`src/rtl/run_sequencer_if.sv`:
```
// Run sequencer bus interface.
// Bundles the run-control handshakes, the UART/processor candidate
// data-memory ports, the muxed data-memory port and the status outputs.
//   slave  : the sequencer (requests/pulses/candidates in, mux/status out)
//   master : the controlling environment (the mirror image)
interface run_sequencer_if #(
    parameter int DATA_MEM_WIDTH      = 48,
    parameter int DATA_MEM_ADDR_WIDTH = 12,
    parameter int TIME_WIDTH          = 26,
    parameter int RUN_COUNT_WIDTH     = 8
);
    // run requests and done pulses
    logic                           startN;
    logic                           rerunN;
    logic                           ins_received;
    logic                           data_received;
    logic                           data_transmitted;
    logic                           processDone;
    // candidate data memory ports
    logic [DATA_MEM_ADDR_WIDTH-1:0] uart_addr;
    logic [DATA_MEM_ADDR_WIDTH-1:0] proc_addr;
    logic [DATA_MEM_WIDTH-1:0]      uart_data;
    logic [DATA_MEM_WIDTH-1:0]      proc_data;
    logic                           uart_wrEn;
    logic                           proc_wrEn;
    // muxed data memory port
    logic [DATA_MEM_ADDR_WIDTH-1:0] dataMemAddr;
    logic [DATA_MEM_WIDTH-1:0]      dataMemIn;
    logic                           dataMemWrEn;
    // control pulses and status
    logic                           processStart;
    logic                           dmem_txStartN;
    logic [2:0]                     state;
    logic [TIME_WIDTH-1:0]          timeDuration;
    logic [RUN_COUNT_WIDTH-1:0]     runCount;
    logic                           timeout;

    modport slave (
        input  startN, rerunN, ins_received, data_received, data_transmitted, processDone,
        input  uart_addr, proc_addr, uart_data, proc_data, uart_wrEn, proc_wrEn,
        output dataMemAddr, dataMemIn, dataMemWrEn,
        output processStart, dmem_txStartN, state, timeDuration, runCount, timeout
    );

    modport master (
        output startN, rerunN, ins_received, data_received, data_transmitted, processDone,
        output uart_addr, proc_addr, uart_data, proc_data, uart_wrEn, proc_wrEn,
        input  dataMemAddr, dataMemIn, dataMemWrEn,
        input  processStart, dmem_txStartN, state, timeDuration, runCount, timeout
    );
endinterface

```
`src/rtl/run_sequencer.sv`:
```
// Run sequencer: steps a processor through load (instruction + data memory),
// execute, and result transmission, with an optional execution watchdog.
// Ports:
//   clk   - system clock, rising edge
//   rstN  - synchronous active-low reset
//   bus   - run_sequencer_if.slave: requests, done pulses, memory mux, status
// The start/transmit pulses and the memory mux are combinational from the
// registered state; all of them are forced inactive while rstN is low so a
// reset cycle never leaks a pulse or a write.
module run_sequencer #(
    parameter int DATA_MEM_WIDTH      = 48,
    parameter int DATA_MEM_ADDR_WIDTH = 12,
    parameter int TIME_WIDTH          = 26,
    parameter int TIMEOUT_CYCLES      = 0,
    parameter int RUN_COUNT_WIDTH     = 8
) (
    input  logic          clk,
    input  logic          rstN,
    run_sequencer_if.slave bus
);
    typedef enum logic [2:0] {
        IDLE    = 3'd0,
        RX_IMEM = 3'd1,
        RX_DMEM = 3'd2,
        EXEC    = 3'd3,
        TX_DMEM = 3'd4,
        FINISH  = 3'd5,
        ERROR   = 3'd6
    } state_e;

    localparam bit WDOG_EN = (TIMEOUT_CYCLES > 0);
    // timeDuration value seen in the last allowed EXEC cycle
    localparam logic [TIME_WIDTH-1:0] TO_LIM =
        TIME_WIDTH'(TIMEOUT_CYCLES > 0 ? TIMEOUT_CYCLES - 1 : 0);

    state_e                     state_q, state_d;
    logic [TIME_WIDTH-1:0]      time_q;
    logic [RUN_COUNT_WIDTH-1:0] runs_q;
    logic                       timeout_q;
    logic                       armed_q;
    logic                       wdog_hit;
    logic                       enter_exec;
    logic                       sel_uart, sel_proc;

    // next-state decode
    always_comb begin
        state_d  = state_q;
        wdog_hit = 1'b0;
        case (state_q)
            IDLE:    if (!bus.startN) state_d = RX_IMEM;
            RX_IMEM: if (bus.ins_received) state_d = RX_DMEM;
            RX_DMEM: if (bus.data_received) state_d = EXEC;
            EXEC: begin
                // a done pulse in the limit cycle beats the watchdog
                if (bus.processDone) begin
                    state_d = TX_DMEM;
                end else if (WDOG_EN && time_q == TO_LIM) begin
                    state_d  = ERROR;
                    wdog_hit = 1'b1;
                end
            end
            TX_DMEM: if (bus.data_transmitted) state_d = FINISH;
            FINISH: begin
                if (armed_q) begin
                    if (!bus.startN)      state_d = RX_IMEM;
                    else if (!bus.rerunN) state_d = RX_DMEM;
                end
            end
            ERROR:   if (armed_q && !bus.startN) state_d = RX_IMEM;
            default: state_d = IDLE;
        endcase
    end

    assign enter_exec = (state_q != EXEC) && (state_d == EXEC);

    always_ff @(posedge clk) begin
        if (!rstN) begin
            state_q   <= IDLE;
            time_q    <= '0;
            runs_q    <= '0;
            timeout_q <= 1'b0;
            armed_q   <= 1'b0;
        end else begin
            state_q <= state_d;

            // saturating EXEC cycle counter, held outside EXEC
            if (enter_exec)
                time_q <= '0;
            else if (state_q == EXEC && time_q != '1)
                time_q <= time_q + TIME_WIDTH'(1);

            if (wdog_hit)
                timeout_q <= 1'b1;
            else if (enter_exec)
                timeout_q <= 1'b0;

            if (state_q == EXEC && state_d == TX_DMEM)
                runs_q <= runs_q + RUN_COUNT_WIDTH'(1);

            // requests still held from the previous run must be released
            // before FINISH/ERROR will act on them again
            if ((state_d == FINISH || state_d == ERROR) && state_d != state_q)
                armed_q <= 1'b0;
            else if (bus.startN && bus.rerunN)
                armed_q <= 1'b1;
        end
    end

    assign sel_uart = rstN && (state_q == RX_DMEM || state_q == TX_DMEM);
    assign sel_proc = rstN && (state_q == EXEC);

    assign bus.dataMemAddr = sel_uart ? bus.uart_addr : (sel_proc ? bus.proc_addr : '0);
    assign bus.dataMemIn   = sel_uart ? bus.uart_data : (sel_proc ? bus.proc_data : '0);
    assign bus.dataMemWrEn = sel_uart ? bus.uart_wrEn : (sel_proc ? bus.proc_wrEn : 1'b0);

    assign bus.processStart  = rstN && (state_q == RX_DMEM) && bus.data_received;
    assign bus.dmem_txStartN = !(rstN && (state_q == EXEC) && bus.processDone);

    assign bus.state        = state_q;
    assign bus.timeDuration = time_q;
    assign bus.runCount     = runs_q;
    assign bus.timeout      = timeout_q;
endmodule

```
`src/flat_wrapper.sv`:
```
// flat-port wrapper written by rule: the top's interface ports become plain ports
module run_sequencer_flat 
#(
    parameter int DATA_MEM_WIDTH      = 48,
    parameter int DATA_MEM_ADDR_WIDTH = 12,
    parameter int TIME_WIDTH          = 26,
    parameter int TIMEOUT_CYCLES      = 0,
    parameter int RUN_COUNT_WIDTH     = 8
)
  (clk, rstN, bus_startN, bus_rerunN, bus_ins_received, bus_data_received, bus_data_transmitted, bus_processDone, bus_uart_addr, bus_proc_addr, bus_uart_data, bus_proc_data, bus_uart_wrEn, bus_proc_wrEn, bus_dataMemAddr, bus_dataMemIn, bus_dataMemWrEn, bus_processStart, bus_dmem_txStartN, bus_state, bus_timeDuration, bus_runCount, bus_timeout);
  run_sequencer_if #(.DATA_MEM_WIDTH(DATA_MEM_WIDTH), .DATA_MEM_ADDR_WIDTH(DATA_MEM_ADDR_WIDTH), .TIME_WIDTH(TIME_WIDTH), .RUN_COUNT_WIDTH(RUN_COUNT_WIDTH)) bus_i ();
  input  logic clk;
  input  logic rstN;
  input wire logic [$bits(bus_i.startN)-1:0] bus_startN;
  input wire logic [$bits(bus_i.rerunN)-1:0] bus_rerunN;
  input wire logic [$bits(bus_i.ins_received)-1:0] bus_ins_received;
  input wire logic [$bits(bus_i.data_received)-1:0] bus_data_received;
  input wire logic [$bits(bus_i.data_transmitted)-1:0] bus_data_transmitted;
  input wire logic [$bits(bus_i.processDone)-1:0] bus_processDone;
  input wire logic [$bits(bus_i.uart_addr)-1:0] bus_uart_addr;
  input wire logic [$bits(bus_i.proc_addr)-1:0] bus_proc_addr;
  input wire logic [$bits(bus_i.uart_data)-1:0] bus_uart_data;
  input wire logic [$bits(bus_i.proc_data)-1:0] bus_proc_data;
  input wire logic [$bits(bus_i.uart_wrEn)-1:0] bus_uart_wrEn;
  input wire logic [$bits(bus_i.proc_wrEn)-1:0] bus_proc_wrEn;
  output wire logic [$bits(bus_i.dataMemAddr)-1:0] bus_dataMemAddr;
  output wire logic [$bits(bus_i.dataMemIn)-1:0] bus_dataMemIn;
  output wire logic [$bits(bus_i.dataMemWrEn)-1:0] bus_dataMemWrEn;
  output wire logic [$bits(bus_i.processStart)-1:0] bus_processStart;
  output wire logic [$bits(bus_i.dmem_txStartN)-1:0] bus_dmem_txStartN;
  output wire logic [$bits(bus_i.state)-1:0] bus_state;
  output wire logic [$bits(bus_i.timeDuration)-1:0] bus_timeDuration;
  output wire logic [$bits(bus_i.runCount)-1:0] bus_runCount;
  output wire logic [$bits(bus_i.timeout)-1:0] bus_timeout;
  assign bus_i.startN = bus_startN;
  assign bus_i.rerunN = bus_rerunN;
  assign bus_i.ins_received = bus_ins_received;
  assign bus_i.data_received = bus_data_received;
  assign bus_i.data_transmitted = bus_data_transmitted;
  assign bus_i.processDone = bus_processDone;
  assign bus_i.uart_addr = bus_uart_addr;
  assign bus_i.proc_addr = bus_proc_addr;
  assign bus_i.uart_data = bus_uart_data;
  assign bus_i.proc_data = bus_proc_data;
  assign bus_i.uart_wrEn = bus_uart_wrEn;
  assign bus_i.proc_wrEn = bus_proc_wrEn;
  assign bus_dataMemAddr = bus_i.dataMemAddr;
  assign bus_dataMemIn = bus_i.dataMemIn;
  assign bus_dataMemWrEn = bus_i.dataMemWrEn;
  assign bus_processStart = bus_i.processStart;
  assign bus_dmem_txStartN = bus_i.dmem_txStartN;
  assign bus_state = bus_i.state;
  assign bus_timeDuration = bus_i.timeDuration;
  assign bus_runCount = bus_i.runCount;
  assign bus_timeout = bus_i.timeout;
  run_sequencer #(.DATA_MEM_WIDTH(DATA_MEM_WIDTH), .DATA_MEM_ADDR_WIDTH(DATA_MEM_ADDR_WIDTH), .TIME_WIDTH(TIME_WIDTH), .TIMEOUT_CYCLES(TIMEOUT_CYCLES), .RUN_COUNT_WIDTH(RUN_COUNT_WIDTH)) u_core (.clk(clk), .rstN(rstN), .bus(bus_i));
endmodule
```
`config.mk`:
```
export PLATFORM = sky130hd
export DESIGN_NAME = run_sequencer_flat
export DESIGN_NICKNAME = d
export VERILOG_FILES = /design/src/rtl/run_sequencer_if.sv /design/src/rtl/run_sequencer.sv /design/src/flat_wrapper.sv
export SDC_FILE = /design/constraint.sdc
export NUM_CORES = 1
export LEC_CHECK = 0
export CAP_MARGIN = 20
export CORE_ASPECT_RATIO = 0.7
export CORE_UTILIZATION = 35
export DETAILED_ROUTE_END_ITERATION = 16
export DONT_BUFFER_PORTS = 1
export PLACE_DENSITY_LB_ADDON = 0.12
export RECOVER_POWER = 50
export SYNTH_ARGS = -nofsm -noshare
export SYNTH_HDL_FRONTEND = slang
export SYNTH_SLANG_ARGS = --single-unit
export TNS_END_PERCENT = 100
```
`constraint.sdc`:
```
create_clock -name clk -period 1.75 [get_ports clk]
set_input_delay 0.4375 -clock clk [delete_from_list [all_inputs] [get_ports clk]]
set_output_delay 0.4375 -clock clk [all_outputs]
set_load 0.01 [all_outputs]
```
Word-level counts from Yosys, hierarchy flattened
Cells that the tools add are included.

word-level totals
  register bits after elaboration = 38
  input port bits = 130
  output and inout port bits = 101
  logic and storage cells = 54

cells by class
  add/subtract/negate cells = 2
  eq/ne operators = 13
  muxes and demuxes = 16
  bitwise logic cells = 1
  reduce and logical (&&, ||, !) cells = 18

operator list
  kind                                                             number
  48-bit 2-to-1 mux                                                2
  3-bit 2-to-1 mux                                                 9
  26-bit by 1-bit adder with 26-bit output, second input constant  1
  26-bit != test, second input constant                            1
  12-bit 2-to-1 mux                                                2
  3-bit one-hot mux with 7 select lines                            1
  3-bit == test, second input constant                             6
  1-bit logical AND                                                11
  3-bit by 2-bit == test with 1-bit output, second input constant  3
  8-bit by 1-bit adder with 8-bit output, second input constant    1
  2-bit OR reduction                                               2
  3-bit by 1-bit == test with 1-bit output, second input constant  1
  3-bit zero test                                                  1
  3-bit by 2-bit != test with 1-bit output, second input constant  1
  3-bit != test                                                    1
  1-bit zero test                                                  2
  1-bit logical OR                                                 2
  1-bit 2-to-1 mux                                                 2
  1-bit NOT                                                        1

Longest topological paths before layout
Gate-level depths: netlist (run 1).

  depth after elaboration = 8
  depth in mapped cells = 8
  mapped depth without buffers = 6

Least setup slack after synthesis (run 1)
OpenSTA, ideal clock, no wires.

  path kind = reg-to-output
  start = register u_core.state_q[2], in the netlist u_core.bus.state[2]
  end = output bus_dataMemAddr[0]
  data arrival time = 1.537 ns
  data required time = 1.312 ns
  slack = -0.224 ns
  stages on the path, launching flop included = 8
  path buffers = 4
  cells stage by stage = dfxtp_1 buf_6 and3b_1 buf_4 and2_1 buf_2 clkbuf_1 a22o_1

between the ends
  cells in the longest elaborated chain, start to end = 4
  elaborated cells between the ends (all ways) = 8
  those cells by class = eq/ne: 3; mux: 2; reduce/logical: 3

ends and longest elaborated chain
  element                                                                 line                                        source
  start, declared                                                         run_sequencer.sv:36                         state_e state_q, state_d;
  start signal, assigned                                                  run_sequencer.sv:84                         state_q <= state_d;
  3-bit by 2-bit == test with 1-bit output, or another cell as far along  run_sequencer.sv:110                        assign sel_proc = rstN && (state_q == EXEC);
  1-bit logical AND / 1-bit logical OR (equally long branches)            run_sequencer.sv:110, run_sequencer.sv:109
  12-bit 2-to-1 mux / 1-bit logical AND (equally long branches)           run_sequencer.sv:112, run_sequencer.sv:109
  12-bit 2-to-1 mux (*)                                                   run_sequencer.sv:112                        assign bus.dataMemAddr = sel_uart ? bus.uart_addr : (sel_proc ? bus.proc_addr : '0);
  end, declared                                                           flat_wrapper.sv:26                          output wire logic [$bits(bus_i.dataMemAddr)-1:0] bus_dataMemAddr;

Every way passes the cells marked *; elsewhere a longest branch is shown, timed or not.

Worst setup path in the final report (run 1)
  start = register u_core.state_q[2], in the netlist u_core.bus.state[2]
  end = output bus_dataMemIn[10]

between the ends
  cells in the longest elaborated chain, start to end = 4
  elaborated cells between the ends (all ways) = 8
  those cells by class = eq/ne: 3; mux: 2; reduce/logical: 3

ends and longest elaborated chain
  element                                                                 line                                        source
  3-bit by 2-bit == test with 1-bit output, or another cell as far along  run_sequencer.sv:110
  1-bit logical AND / 1-bit logical OR (equally long branches)            run_sequencer.sv:110, run_sequencer.sv:109
  48-bit 2-to-1 mux / 1-bit logical AND (equally long branches)           run_sequencer.sv:113, run_sequencer.sv:109
  48-bit 2-to-1 mux (*)                                                   run_sequencer.sv:113                        assign bus.dataMemIn = sel_uart ? bus.uart_data : (sel_proc ? bus.proc_data : '0);
  end, declared                                                           flat_wrapper.sv:27                          output wire logic [$bits(bus_i.dataMemIn)-1:0] bus_dataMemIn;

Marked as above.

==> summary.txt, run 1 <==
Run status
  • Status: finished with violations
  • Failing checks: negative setup slack

Floorplanning
  • Starting Density: 36.8%
  • Core Box Area: between 7000 and 8000 µm²
  • Top Ports: 231
  • Die Area: about 8200 µm²
  • Die W: 108 µm
  • FP Rows: 26
  • Die span in y: ~76 µm

Power and ir drop
  • Leak: 1.45 nW
  • Pwr Total: 0.00178 W
  • Pwr Density: 479 nW/µm²
  • Max VDD drop: 301 µV

Synth
  • Synth Area in Compound Gates: 33.8%
  • Cell taking the most area after synthesis: dfxtp_1
  • Ys async rst share: 0%
  • Synth Net Count: 457
  • Xor/xnor share of the synthesized area: 6.06%
  • Post-synthesis adder-cell area fraction: 0.912%
  • Syn avg cell area: approximately 8.4 µm²
  • Post-Synthesis Cells: between 300 and 400
  • Synth cell types: 56
  • Top post-synthesis cells by area: dfxtp_1, a22o_1, xnor2_1
  • Count leader, synth: a22o_1
  • Post-synthesis register bit count: 38
  • Top cells by instance count after synthesis: a22o_1, dfxtp_1, nor2_1
  • Post-synth top area share: 27.7%
  • Post-synth EDFFs: 0
  • Largest family of logic cells by synthesized area: compound AO/OA/AOI/OAI gates
  • Yosys warning count: 0
  • Seq/Total Area, Yosys: 27.7%
  • Post-synthesis mux area share: less than 1%
  • Area share of and/or/nand/nor cells after synthesis: 25.6%
  • Post-Syn Area: 2750 µm²
  • Main synth FF type: dfxtp_1

Setup path
  • Startpoint types: register
  • Crit path kind: register to primary output
  • R2r setup slk: -70 ps
  • CP required: 1310 ps
  • Worst setup EP type: primary output
  • Cell depth of the worst flop-to-flop path: 7
  • Worst-path maximum fanout: 14
  • Critical Path AT: between 1000 and 1500 ps

Timing
  • Final setup viols: 68
  • Setup Skew: 13.2 ps
  • RSZ-0062 raised after global routing: true
  • Final Slew Violations: 0
  • Final Cycle Share: 110%
  • Final worst path period need: a little under 2000 ps
  • Max Freq: 519 MHz
  • Final worst slack: -176 ps
  • Final hold viol count: 0
  • Setup tns final: -9750 ps

Clock tree
  • CTS sink count: 38
  • H-Tree Depth: 2
  • Clock-pin slew on the worst setup and hold paths: 80 ps
  • CTS buffer count: 5
  • Root Buffer: clkbuf_8
  • Clk_lat worst skew: 290 ps
  • CTS tree: built
  • Clock Path Buffers: 2
  • Hold-fix buffer count after cts: 0

Drt
  • Via/cell ratio: 6.17
  • WL per Instance: roughly 26 µm
  • Drt total wl: approximately 12 mm
  • DR pass1 iterations: 4
  • Number of routed nets with antenna violations: 0
  • Residual DRC count: 0
  • Via count: just under 3000
  • DRT iter0 DRCs: 135

Cells and area
  • Layout Nets: 500
  • Fillers: between 700 and 800
  • Area Growth Syn to Fin: 35.2%
  • Layout cells sized above 1: about a third
  • Final instance area: roughly 3700 µm²
  • Final Util: 49.8%

Global routing
  • Vias in the first global route: approximately 2500
  • Global-route wire length before repair: 16.4 mm
  • GRT Total Usage: approximately 28%
  • Initial antenna violation count: 2
  • GRT overflow: 0
  • Largest net degree at the start of global routing: 46

Place
  • Area of placed instances: about 3200 µm²
  • Placer Congestion: 0.891
  • HPWL Detailed: 9.54 mm
  • Port Buffers: 0

Hold path
  • Worst hold path type: primary input to register
  • Cells on Worst Hold Path: 1

Flow run
  • MaxCap Viol Count: 0
[cell families (layout without fill, tap and decap cells)]
logic type,Yosys count,count (layout)
simple gates,121,121
fa+ha+maj,2,2
xor+xnor,19,19
buf+inv,31,74
mux,1,1
compound gates,112,112
flops,38,38
other cells,1,3
[state kept, by name, indices dropped and copies added, names as in the netlist]
register	count
u_core.bus.timeDuration	26
u_core.bus.runCount	8
u_core.armed_q	1
u_core.bus.state	3
[what timing repair did]
item / CTS / global route
gates resized for setup: 31 / 37
endpoints found under the hold margin: 0 / 0
pin swaps: 3 / 8
cloned: 1 / 2
setup buffers: 4 / 5
endpoints found under the setup margin: 62 / 81
[per-stage QoR]
step	instances	hold slack [ps]	setup slack [ps]
6_report	468	264	-176
5_1_grt	468	246	-252
4_1_cts	461	262	-194
3_5_place_dp	449	557	-9.08
3_3_place_gp	449	552	34.0
2_1_floorplan	325	504	-73.0
[routing by layer]
layer  GRT usage [%]  up-vias  part of all wire, %  wire [µm]
met4            16.4        0                  4.4        533
met1            35.3     1374                   40       4910
met2            43.3      157                   48       5880
li1                -     1331                    -          -
met5               0        -                    0          0
met3            7.01       24                  7.6        925
[placed cells by master, fill, tap and decap left out, types with 3 or more instances in the layout]
master | Yosys | routed
and2_1 | 9 | 9
o21ai_0 | 6 | 5
dfxtp_1 | 38 | 32
a21oi_1 | 17 | 16
or4_1 | 3 | 3
inv_1 | 5 | 4
a22o_1 | 61 | 28
clkbuf_1 | 15 | 21
nor4_2 | 2 | 3
nand2_1 | 24 | 23
a31o_2 | 5 | 4
nand4_1 | 10 | 10
buf_6 | 2 | 4
o211ai_1 | 3 | 3
xnor2_1 | 16 | 16
a31oi_1 | 3 | 3
nand3_1 | 13 | 11
nor2_1 | 25 | 24
buf_4 | 3 | 32
buf_12 | 0 | 4
xor2_1 | 3 | 3
nor2b_1 | 5 | 5
dfxtp_2 | 0 | 4
and3_1 | 5 | 5
clkbuf_8 | 0 | 5
nand3b_1 | 4 | 4
a22o_4 | 0 | 33
[final timing paths]
path,start,endpoint
min reg2reg,u_core.armed_q$_SDFFE_PP0P_,u_core.armed_q$_SDFFE_PP0P_
min,rstN,u_core.bus.runCount[3]$_SDFFE_PN0P_
max reg2reg,u_core.bus.timeDuration[0]$_SDFFE_PP0P_,u_core.bus.timeDuration[11]$_SDFFE_PP0P_
max,u_core.bus.state[2]$_SDFF_PN0_,bus_dataMemIn[10]
[layout make-up]
type	count	area [µm²]	share of cell area, %
Antenna cell	2	5.00	0.135
Clock buffer	6	72.6	1.96
Clock inverter	1	7.51	0.202
Inverter	5	18.8	0.506
Multi-Input combinational cell	256	2220	59.8
Sequential cell	38	773	20.8
Tap cell	98	123	3.30
Timing Repair Buffer	62	493	13.3
[worst max-delay path, cell delays in order (launching register included)]
cell       delay, ps
dfxtp_4          360
and3b_1          220
and2_4           240
clkbuf_16        210
a22o_4           160
[report_power, final]
| group | total (W) | switching [W] | internal, W |
|---|---|---|---|
| Clock | 0.000610 | 0.000336 | 0.000274 |
| Sequential | 0.000881 | 0.00000972 | 0.000871 |
| Combinational | 0.000289 | 0.000154 | 0.000134 |
| Total | 0.00178 | 0.000500 | 0.00128 |
(Power assumes the default switching activity.)
==> run 2, diff against run 1 <==
==> constraint.sdc (replaced) <==
create_clock -name clk -period 1.9 [get_ports clk]
set_input_delay 0.475 -clock clk [delete_from_list [all_inputs] [get_ports clk]]
set_output_delay 0.475 -clock clk [all_outputs]
set_load 0.01 [all_outputs]
==> run 2 against run 1 <==
Cell count fell by 2.4%. The run still ends with negative setup slack left. Register-to-register slack improved by 180 ps. Highest routed layer unchanged. Via count fell by 5.1%. Clock skew rose by 3.7 ps. Sequential power fell by 8.2%.
==> summary.txt, run 2 (synthesis results as in run 1) <==
Setup path
  • Startpoint types: register
  • RR Startpoint: u_core.bus.state[2]$_SDFF_PN0_
  • Worst setup EP type: primary output
  • CP cell instances: buf_8, and3b_1, and2_4, clkbuf_16, a22o_1
  • Critical path's top delay family: simple AND/OR/NAND/NOR gates
  • R2r setup slk: 110 ps
  • Crit path kind: register to primary output
  • Crit Reg-Reg Endpoint: u_core.bus.timeDuration[11]$_SDFFE_PP0P_
  • Cell depth of the worst flop-to-flop path: 8
  • Critical Path Max Stage Delay: 370 ps
  • Slowest-stage cell, CP: dfxtp_4
  • CP required: about 1400 ps
  • Worst-path maximum fanout: 8
  • Worst Path Buf+Inv: 2
  • Critical Path AT: 1660 ps

Floorplanning
  • Die Area: 8210 µm²
  • Top Ports: 231
  • Core Box Area: 7450 µm²
  • FP Rows: 26
  • Starting Density: 36.8%
  • Die W: 108 µm
  • Die span in y: 76.1 µm

Cells and area
  • Commonest non-fill, non-tap cells in the layout: a22o_4, buf_4, dfxtp_1, nor2_1, nand2_1
  • Max reg flops: 26
  • Layout cells sized above 1: 35.1%
  • ANT cells: 0
  • Fin cells: 457
  • Fillers: 688
  • Layout Nets: 490
  • Commonest non-fill, non-tap cell in the layout: a22o_4
  • Area Growth Syn to Fin: 36.8%

Global routing
  • Met2 usage: around two fifths
  • Met3 Usage GRT: around 6.5%
  • Grt peak-use layer: met2
  • Vias in the first global route: 2545
  • GRT overflow: 0
  • Met1 usage: 34.7%
  • GRT Total Usage: between 20% and 30%
  • Initial antenna violation count: 0
  • Global-route wire length before repair: 15.9 mm
  • Largest net degree at the start of global routing: 55

Timing
  • Setup Skew: roughly 17 ps
  • Final hold viol count: 0
  • Final worst slack: -232 ps
  • Final worst path period need: 2130 ps
  • WHS: 304 ps
  • RSZ-0062 raised after global routing: true
  • Final setup viols: 62
  • Setup tns final: -12600 ps
  • Max Freq: 469 MHz
  • Final Slew Violations: 0
  • Final Cycle Share: 112%

Drt
  • Via/cell ratio: 6.00
  • DR pass1 iterations: 4
  • Drt total wl: roughly 11 mm
  • Number of routed nets with antenna violations: 0
  • Residual DRC count: 0
  • Via count: about 2700
  • WL per Instance: 24.8 µm
  • DRT iter0 DRCs: 114

Clock tree
  • CTS tree: built
  • CTS buffer count: 5
  • CTS sink count: 38
  • Clk_lat worst skew: about 300 ps
  • H-Tree Depth: 2
  • Hold-fix buffer count after cts: 0
  • Clock Path Buffers: 2
  • Root Buffer: clkbuf_8
  • Clock-pin slew on the worst setup and hold paths: around 80 ps

Power and ir drop
  • Max VDD drop: approximately 220 µV
  • Pwr Density: roughly 440 nW/µm²
  • Leak: 1.55 nW
  • Pwr Total: 0.00165 W

Hold path
  • Worst Hold Endpoint: u_core.bus.runCount[4]$_SDFFE_PN0P_
  • Worst hold path type: primary input to register
  • Cells on Worst Hold Path: 1
  • Worst hold start: rstN

Place
  • Port Buffers: 0
  • HPWL Detailed: between 8 and 9 mm
  • Dpl cells: roughly 440
  • Placer Congestion: 0.867

Flow run
  • MaxCap Viol Count: 0

Run status
  • Status: finished with violations
  • Failing checks: negative setup slack
[run 2: changes by cell type in the layout (fill, tap and decap cells not counted), sizes merged]
cell	change
bufbuf	+1
clkbuf	-19
diode	-2
clkinvlp	-1
buf	+8
clkinv	+2
[run 2: final cells by class]
cell class | instances | area, µm² | area share (%)
multi-input combinational | 256 | 2220 | 59.2
timing repair buffer | 52 | 539 | 14.4
sequential | 38 | 766 | 20.4
clock buffer | 6 | 72.6 | 1.93
clock inverter | 2 | 13.8 | 0.366
tap | 98 | 123 | 3.26
inverter | 5 | 18.8 | 0.500
[run 2: worst max-delay path by stage]
stage | start | to | slack [ps] | cells after the start
2_1_floorplan | u_core.bus.state[2]$_SDFF_PN0_ | bus_dataMemAddr[0] | 10 | 7
3_3_place_gp | rstN | bus_dataMemIn[19] | -460 | 3
3_5_place_dp | u_core.bus.state[1]$_SDFF_PN0_ | bus_dataMemIn[19] | -4 | 5
4_1_cts | u_core.bus.state[2]$_SDFF_PN0_ | bus_dataMemIn[5] | -240 | 5
5_1_grt | u_core.bus.state[2]$_SDFF_PN0_ | bus_dataMemAddr[6] | -300 | 5
6_report | u_core.bus.state[2]$_SDFF_PN0_ | bus_dataMemWrEn | -230 | 5
[run 2: repair_timing]
item | 4_1_cts | 5_1_grt
gates resized for setup | 42 | 13
buffers inserted | 2 | 2
hold endpoints to repair | 0 | 0
gates cloned | 4 | 3
pin swaps | 4 | 2
endpoints found under the setup margin | 62 | 69
[run 2: layer usage]
metal | up-vias | part of all wire, % | wire length [µm]
met1 | 1293 | 43 | 4850
li1 | 1309 | - | -
met3 | 12 | 7.8 | 879
met2 | 126 | 47 | 5260
met4 | 0 | 2.8 | 320
met5 | - | 0 | 0
[run 2: report_power, final]
group | leakage, nW | switching [W] | internal, W
registers | 0.308 | 0.00000722 | 0.000802
clock network | 0.0452 | 0.000306 | 0.000259
logic | 1.20 | 0.000144 | 0.000129
total | 1.55 | 0.000458 | 0.00119
[run 2: through the flow]
step                      util [%]  area (µm²)  setup WS, ps
after global placement        41.1        3060          -461
after global routing          50.4        3760          -302
after floorplan                  -        2820          9.77
after detailed placement      41.4        3080         -4.49
final                         50.4        3760          -232
after CTS                     48.1        3580          -240
